**src/rtl/alu_ctrl_pkg.sv**
```systemverilog
// Shared encodings for the ALU control decoder: op select codes, ALU_op classes
// and the funct7/funct3 patterns recognised for R-type instructions.
package alu_ctrl_pkg;

  localparam logic [2:0] OP_AND = 3'b000;
  localparam logic [2:0] OP_OR  = 3'b001;
  localparam logic [2:0] OP_ADD = 3'b010;
  localparam logic [2:0] OP_MUL = 3'b011;
  localparam logic [2:0] OP_DIV = 3'b100;
  localparam logic [2:0] OP_SUB = 3'b110;
  localparam logic [2:0] OP_NOP = 3'b111;

  localparam logic [1:0] ALU_OP_LDST  = 2'b00;
  localparam logic [1:0] ALU_OP_BR    = 2'b01;
  localparam logic [1:0] ALU_OP_RTYPE = 2'b10;

  localparam logic [6:0] F7_BASE   = 7'b0000000;
  localparam logic [6:0] F7_ALT    = 7'b0100000;
  localparam logic [6:0] F7_MULDIV = 7'b0000001;

  localparam logic [2:0] F3_ADD_SUB = 3'b000;
  localparam logic [2:0] F3_AND     = 3'b111;
  localparam logic [2:0] F3_OR      = 3'b110;
  localparam logic [2:0] F3_DIV     = 3'b100;

endpackage

```
**src/rtl/alu_ctrl_decode.sv**
```systemverilog
// Combinational decode of (ALU_op, {funct7,funct3}) into an ALU op select.
// MUL/DIV decoding is present only when ALU_CTRL_MULDIV_EN is defined.
module alu_ctrl_decode
  import alu_ctrl_pkg::*;
(
  input  logic [1:0] alu_op,
  input  logic [9:0] instruction,
  output logic [2:0] op_next,
  output logic       illegal_next
);

  always_comb begin
    // Anything that fails to match, including X/Z inputs, lands on NOP/illegal.
    op_next      = OP_NOP;
    illegal_next = 1'b1;
    case (alu_op)
      ALU_OP_LDST: begin
        op_next      = OP_ADD;
        illegal_next = 1'b0;
      end
      ALU_OP_BR: begin
        op_next      = OP_SUB;
        illegal_next = 1'b0;
      end
      ALU_OP_RTYPE: begin
        case (instruction)
          {F7_BASE, F3_ADD_SUB}: begin
            op_next      = OP_ADD;
            illegal_next = 1'b0;
          end
          {F7_BASE, F3_AND}: begin
            op_next      = OP_AND;
            illegal_next = 1'b0;
          end
          {F7_BASE, F3_OR}: begin
            op_next      = OP_OR;
            illegal_next = 1'b0;
          end
          {F7_ALT, F3_ADD_SUB}: begin
            op_next      = OP_SUB;
            illegal_next = 1'b0;
          end
`ifdef ALU_CTRL_MULDIV_EN
          {F7_MULDIV, F3_ADD_SUB}: begin
            op_next      = OP_MUL;
            illegal_next = 1'b0;
          end
          {F7_MULDIV, F3_DIV}: begin
            op_next      = OP_DIV;
            illegal_next = 1'b0;
          end
`else
          {F7_MULDIV, F3_ADD_SUB}, {F7_MULDIV, F3_DIV}: begin
            op_next      = OP_NOP;
            illegal_next = 1'b1;
          end
`endif
          default: begin
            op_next      = OP_NOP;
            illegal_next = 1'b1;
          end
        endcase
      end
      default: begin
        op_next      = OP_NOP;
        illegal_next = 1'b1;
      end
    endcase
  end

endmodule

```
**src/rtl/alu_control.sv**
```systemverilog
// ALU control: registered decode of ALU_op class and R-type funct fields.
// Build option ALU_CTRL_MULDIV_EN enables the MUL/DIV encodings.
module alu_control
  import alu_ctrl_pkg::*;
(
  input  logic       clk,
  input  logic       reset,
  input  logic [1:0] ALU_op,
  input  logic [9:0] instruction,
  output logic [2:0] ALU_out,
  output logic       illegal
);

  logic [2:0] op_next;
  logic       illegal_next;

  alu_ctrl_decode u_decode (
    .alu_op       (ALU_op),
    .instruction  (instruction),
    .op_next      (op_next),
    .illegal_next (illegal_next)
  );

  always_ff @(posedge clk) begin
    if (reset) begin
      ALU_out <= OP_NOP;
      illegal <= 1'b0;
    end else begin
      ALU_out <= op_next;
      illegal <= illegal_next;
    end
  end

endmodule

```
**config.mk**
```make
export PLATFORM = sky130hd
export DESIGN_NAME = alu_control
export DESIGN_NICKNAME = d
export VERILOG_FILES = /design/src/rtl/alu_ctrl_pkg.sv /design/src/rtl/alu_ctrl_decode.sv /design/src/rtl/alu_control.sv
export SDC_FILE = /design/constraint.sdc
export NUM_CORES = 1
export LEC_CHECK = 0
export CAP_MARGIN = 40
export CORE_AREA = 2 2 39 41
export DETAILED_ROUTE_END_ITERATION = 7
export DIE_AREA = 0 0 41 43
export PLACE_DENSITY = 0.43
export SETUP_SLACK_MARGIN = 0.4
export SYNTH_ARGS = -nofsm -noshare
export SYNTH_HDL_FRONTEND = slang
export SYNTH_SLANG_ARGS = --single-unit
```
**constraint.sdc**
```tcl
create_clock -name clk -period 3.8 [get_ports clk]
set_clock_uncertainty 0.1 [all_clocks]
set_input_delay 0.76 -clock clk [delete_from_list [all_inputs] [get_ports clk]]
set_output_delay 0.76 -clock clk [all_outputs]
set_load 0.03 [all_outputs]
```
* Word-level counts from Yosys, hierarchy flattened *
Index checks and enable logic that the tools add are counted.

cells by class
  equal/unequal tests = 5
  mux-type cells = 4
  reductions and logical operators = 4

operator list
  cell                                                   count
  equality test 10 x 3 -> 1 bit (second input constant)  2
  case mux 3 bit (4 select lines)                        1
  equality test 10 x 9 -> 1 bit (second input constant)  1
  zero test 10 bit                                       1
  case mux 3 bit (3 select lines)                        1
  OR reduction 4 bit                                     1
  equality test 2 x 1 -> 1 bit (second input constant)   1
  equality test 2 bit (second input constant)            1
  zero test 2 bit                                        1
  case mux 1 bit (2 select lines)                        1
  OR reduction 2 bit                                     1
  2-to-1 mux 1 bit                                       1

word-level totals
  flip-flop bits (word level) = 4
  bits of input ports = 14
  output and inout bits = 4
  logic and storage cells = 15

* Longest topological paths before layout *
  depth after elaboration = 4
  gate-level depth with buffers = 3
  depth with buffers taken out = 3

* Modules after synthesis *
From an unflattened synthesis, not the netlist that was laid out.

unflattened totals
  cell total of the unflattened synthesis = 20
  area, all modules = 196.4 µm²

by module, submodules not included
  module           times used  cells each  area each (µm²)  sequential area each (µm²)
  alu_control      1           8           105.1            80.1
  alu_ctrl_decode  1           12          91.3             0.0

* Least setup slack after synthesis *
Ideal clock, no wire load.

  kind = input port to flip-flop
  from = input port instruction[9]
  to = register ALU_out[0]
  setup time = 0.079 ns
  arrival = 1.874 ns
  data required time = 3.621 ns
  setup slack = 1.747 ns
  stages on the path = 3
  path buffers = 0
  path through = or4_4 > or4_1 > o211ai_1

between the ends
  word-level cells in the longest chain between the ends = 3
  elaborated cells between the ends (all ways) = 6
  those cells by class = eq/ne (3); mux (2); reduce/logical (1)

ends and longest elaborated chain
  item                                                         RTL line               RTL
  start: declaration                                           alu_control.sv:9       input logic [9:0] instruction,
  equality test 10 x 9 -> 1 bit, or another cell as far along  alu_ctrl_decode.sv:26  case (instruction)
  case mux 3 bit (4 select lines) (*)                          alu_ctrl_decode.sv:26
  case mux 3 bit (3 select lines) (*)                          alu_ctrl_decode.sv:16  case (alu_op)
  end signal: assignment                                       alu_control.sv:29      ALU_out <= op_next;
  end: declaration                                             alu_control.sv:10      output logic [2:0] ALU_out,

Mark *: on every way between the ends. The rest lies on a longest branch, timed or not.
A chain may end at the register's enable or synchronous reset.

* Worst setup path after layout *
Same ends and word-level chain as after synthesis.

==> results.toml <==
[run_status]
status = "completed"

[clock_network]
cts-root-buf = "clkbuf_4"
post_cts_buffers = 0
cts.sinks = 4
numCtsBuffers = 3
clkSlewWorstSetupHoldPaths_ns = 0.04
htree_levels = 1
cts_resized = 0
ctsHoldBuffers = 0
clockBufferDepth = 2
cts_tree = "yes"

[timing]
tightest_slew_ns = 0.306
fin_crit_sh_pct = 59.2
tns_ns = 0
fmax_ghz = 0.444
setup_viol = 0
slew_viol_final = 0
rsz0062_at_grt = "false"
hold_violations = 0
slew_headroom_pct = 79.5
finalCriticalPeriod_ns = 2.25
hold_ws_ns = 1.04
setup_slack_ns = 1.55

[critical_path]
cp_top_family = "simple AND/OR/NAND/NOR gates"
critPathBufInv = 1
cpPeakStageDelay_ns = 0.54
arrival_ns = 2.31
critical_path.max_fanout = 4
cp-start-kind = "input pin"
path_class = "input pin to register"
end_kind = "register"
slowest_stage = "or4_4"
cp.required_ns = 3.86
crit_chain = "clkdlybuf4s50_1 -> or4_4 -> or4_1 -> o211ai_1"

[floorplanning]
die_area_mm2 = 0.00176
io_pins = 18
die_x_um = 41
num_rows = 14
fp.dieH_um = 43
core_area_mm2 = 0.00138
start_util_pct = 13.8

[pwr]
ir_worst_vdd_v = 0.0000669
p_per_area_mw_per_mm2 = 302
p_leak_nw = 0.142
p_total_uw = 122

[synth]
syn_nets = 36
synth-seq-area-share_pct = 41.8
yosys_warnings = 0
synth.distinct_cells = 15
synth.avg_cell_area_um2 = 8.70
synth_seq_cells = 4
syn_inst = 22
syn-cell-area_um2 = 191

[route]
drt-initial-drc-count = 6
routed_via_density = 4.22
wl_um = 499
ant_nets = 0
wl_per_cell_um = 8.60
vias = 245
drtPass1Iterations = 4
drc_errors = 0

[grt]
grt_pass1_vias = 248
track_usage_pct = 7.61
antenna_found_initial = 0
gr-max-usage-layer = "met2"
use_met2_pct = 11.3
grt_max_degree = 6
grtUsageMet1_pct = 7.01
grt_overflow = 0
grt_pass1_wl_um = 855
grtUsageMet3_pct = 1.57

[layout]
fill_cells = 158
syn2layout_area_growth_pct = 111
finish.utilization_pct = 29.2
finalInstanceArea_um2 = 404
drive_gt1_share_pct = 11.9
n_antenna_cell = 0
final_nets = 58
fin_cells = 58

[placed_design]
placed_cells_incl_taps = 55
place.gp.congestion = 0.759
place_ws_ns = 1.31
dp_hpwl_um = 428
place_area_um2 = 382
port_buffers = 17

[run]
maxCapViolCount = 0

[min_path]
min_from = "reset"
hold_depth = 2
min_path_type = "input pin to register"
min_to = "illegal"
-- cells in the final DEF, fill, tap and decap left out --
master            n
o21ai_0           1
nor3_1            1
nand2_1           1
nand3b_1          1
inv_1             2
dfxtp_1           4
or4_4             1
o211ai_1          1
nand3_1           1
clkbuf_4          3
nand4_1           1
clkdlybuf4s50_1  17
nor2_1            1
a211oi_1          2
or3_1             3
or3_2             1
or4_1             1
-- kinds of logic after synthesis --
group           after synthesis  share of synthesized area (%)
simple gates                 12                           39.9
flops                         4                           41.8
compound gates                4                           14.4
buf+inv                       2                           3.92
-- how the worst max path moves through the flow --
stage                   start          to  cells past startpoint
2_1_floorplan  instruction[9]  ALU_out[0]                      3
4_1_cts        instruction[9]  ALU_out[0]                      4
5_1_grt        instruction[9]  ALU_out[0]                      4
6_report       instruction[9]  ALU_out[0]                      4
3_5_place_dp   instruction[9]  ALU_out[0]                      4
3_3_place_gp   instruction[9]  ALU_out[0]                      4
-- synth_stat cells --
library cell | instances | area share, %
or3_2 | 1 | 3.9
nor2_1 | 1 | 2.0
inv_1 | 2 | 3.9
nand2_1 | 1 | 2.0
nand3b_1 | 1 | 3.9
a211oi_1 | 2 | 7.8
o21ai_0 | 1 | 2.6
or3_1 | 3 | 9.8
or4_1 | 1 | 3.9
o211ai_1 | 1 | 3.9
nand3_1 | 1 | 2.6
or4_4 | 1 | 5.9
dfxtp_1 | 4 | 42
nor3_1 | 1 | 2.6
nand4_1 | 1 | 3.3
-- area by class of cell --
class	instances	area (um^2)	share of cell area, %
timing repair buffer	17	170	42.1
multi-input combinational	16	104	25.7
sequential	4	80.1	19.8
clock buffer	3	22.5	5.57
tap	16	20.0	4.95
inverter	2	7.51	1.86
-- sequential cells by signal, summed over array words and instances, names as in the netlist --
signal	flops
illegal	1
ALU_out	3
-- report_power, final --
| group | internal [mW] | switching (mW) | total [mW] |
|---|---|---|---|
| Sequential | 0.0438 | 0.000336 | 0.0441 |
| Combinational | 0.0166 | 0.00962 | 0.0262 |
| Clock | 0.0352 | 0.0163 | 0.0515 |
| Total | 0.0956 | 0.0262 | 0.122 |
-- metal layers --
layer  share of wire, %  wire, um
met5                  0         0
met3                 11        54
met2                 51       255
met1                 38       189
met4                  0         0
(Power assumes the default switching activity.)
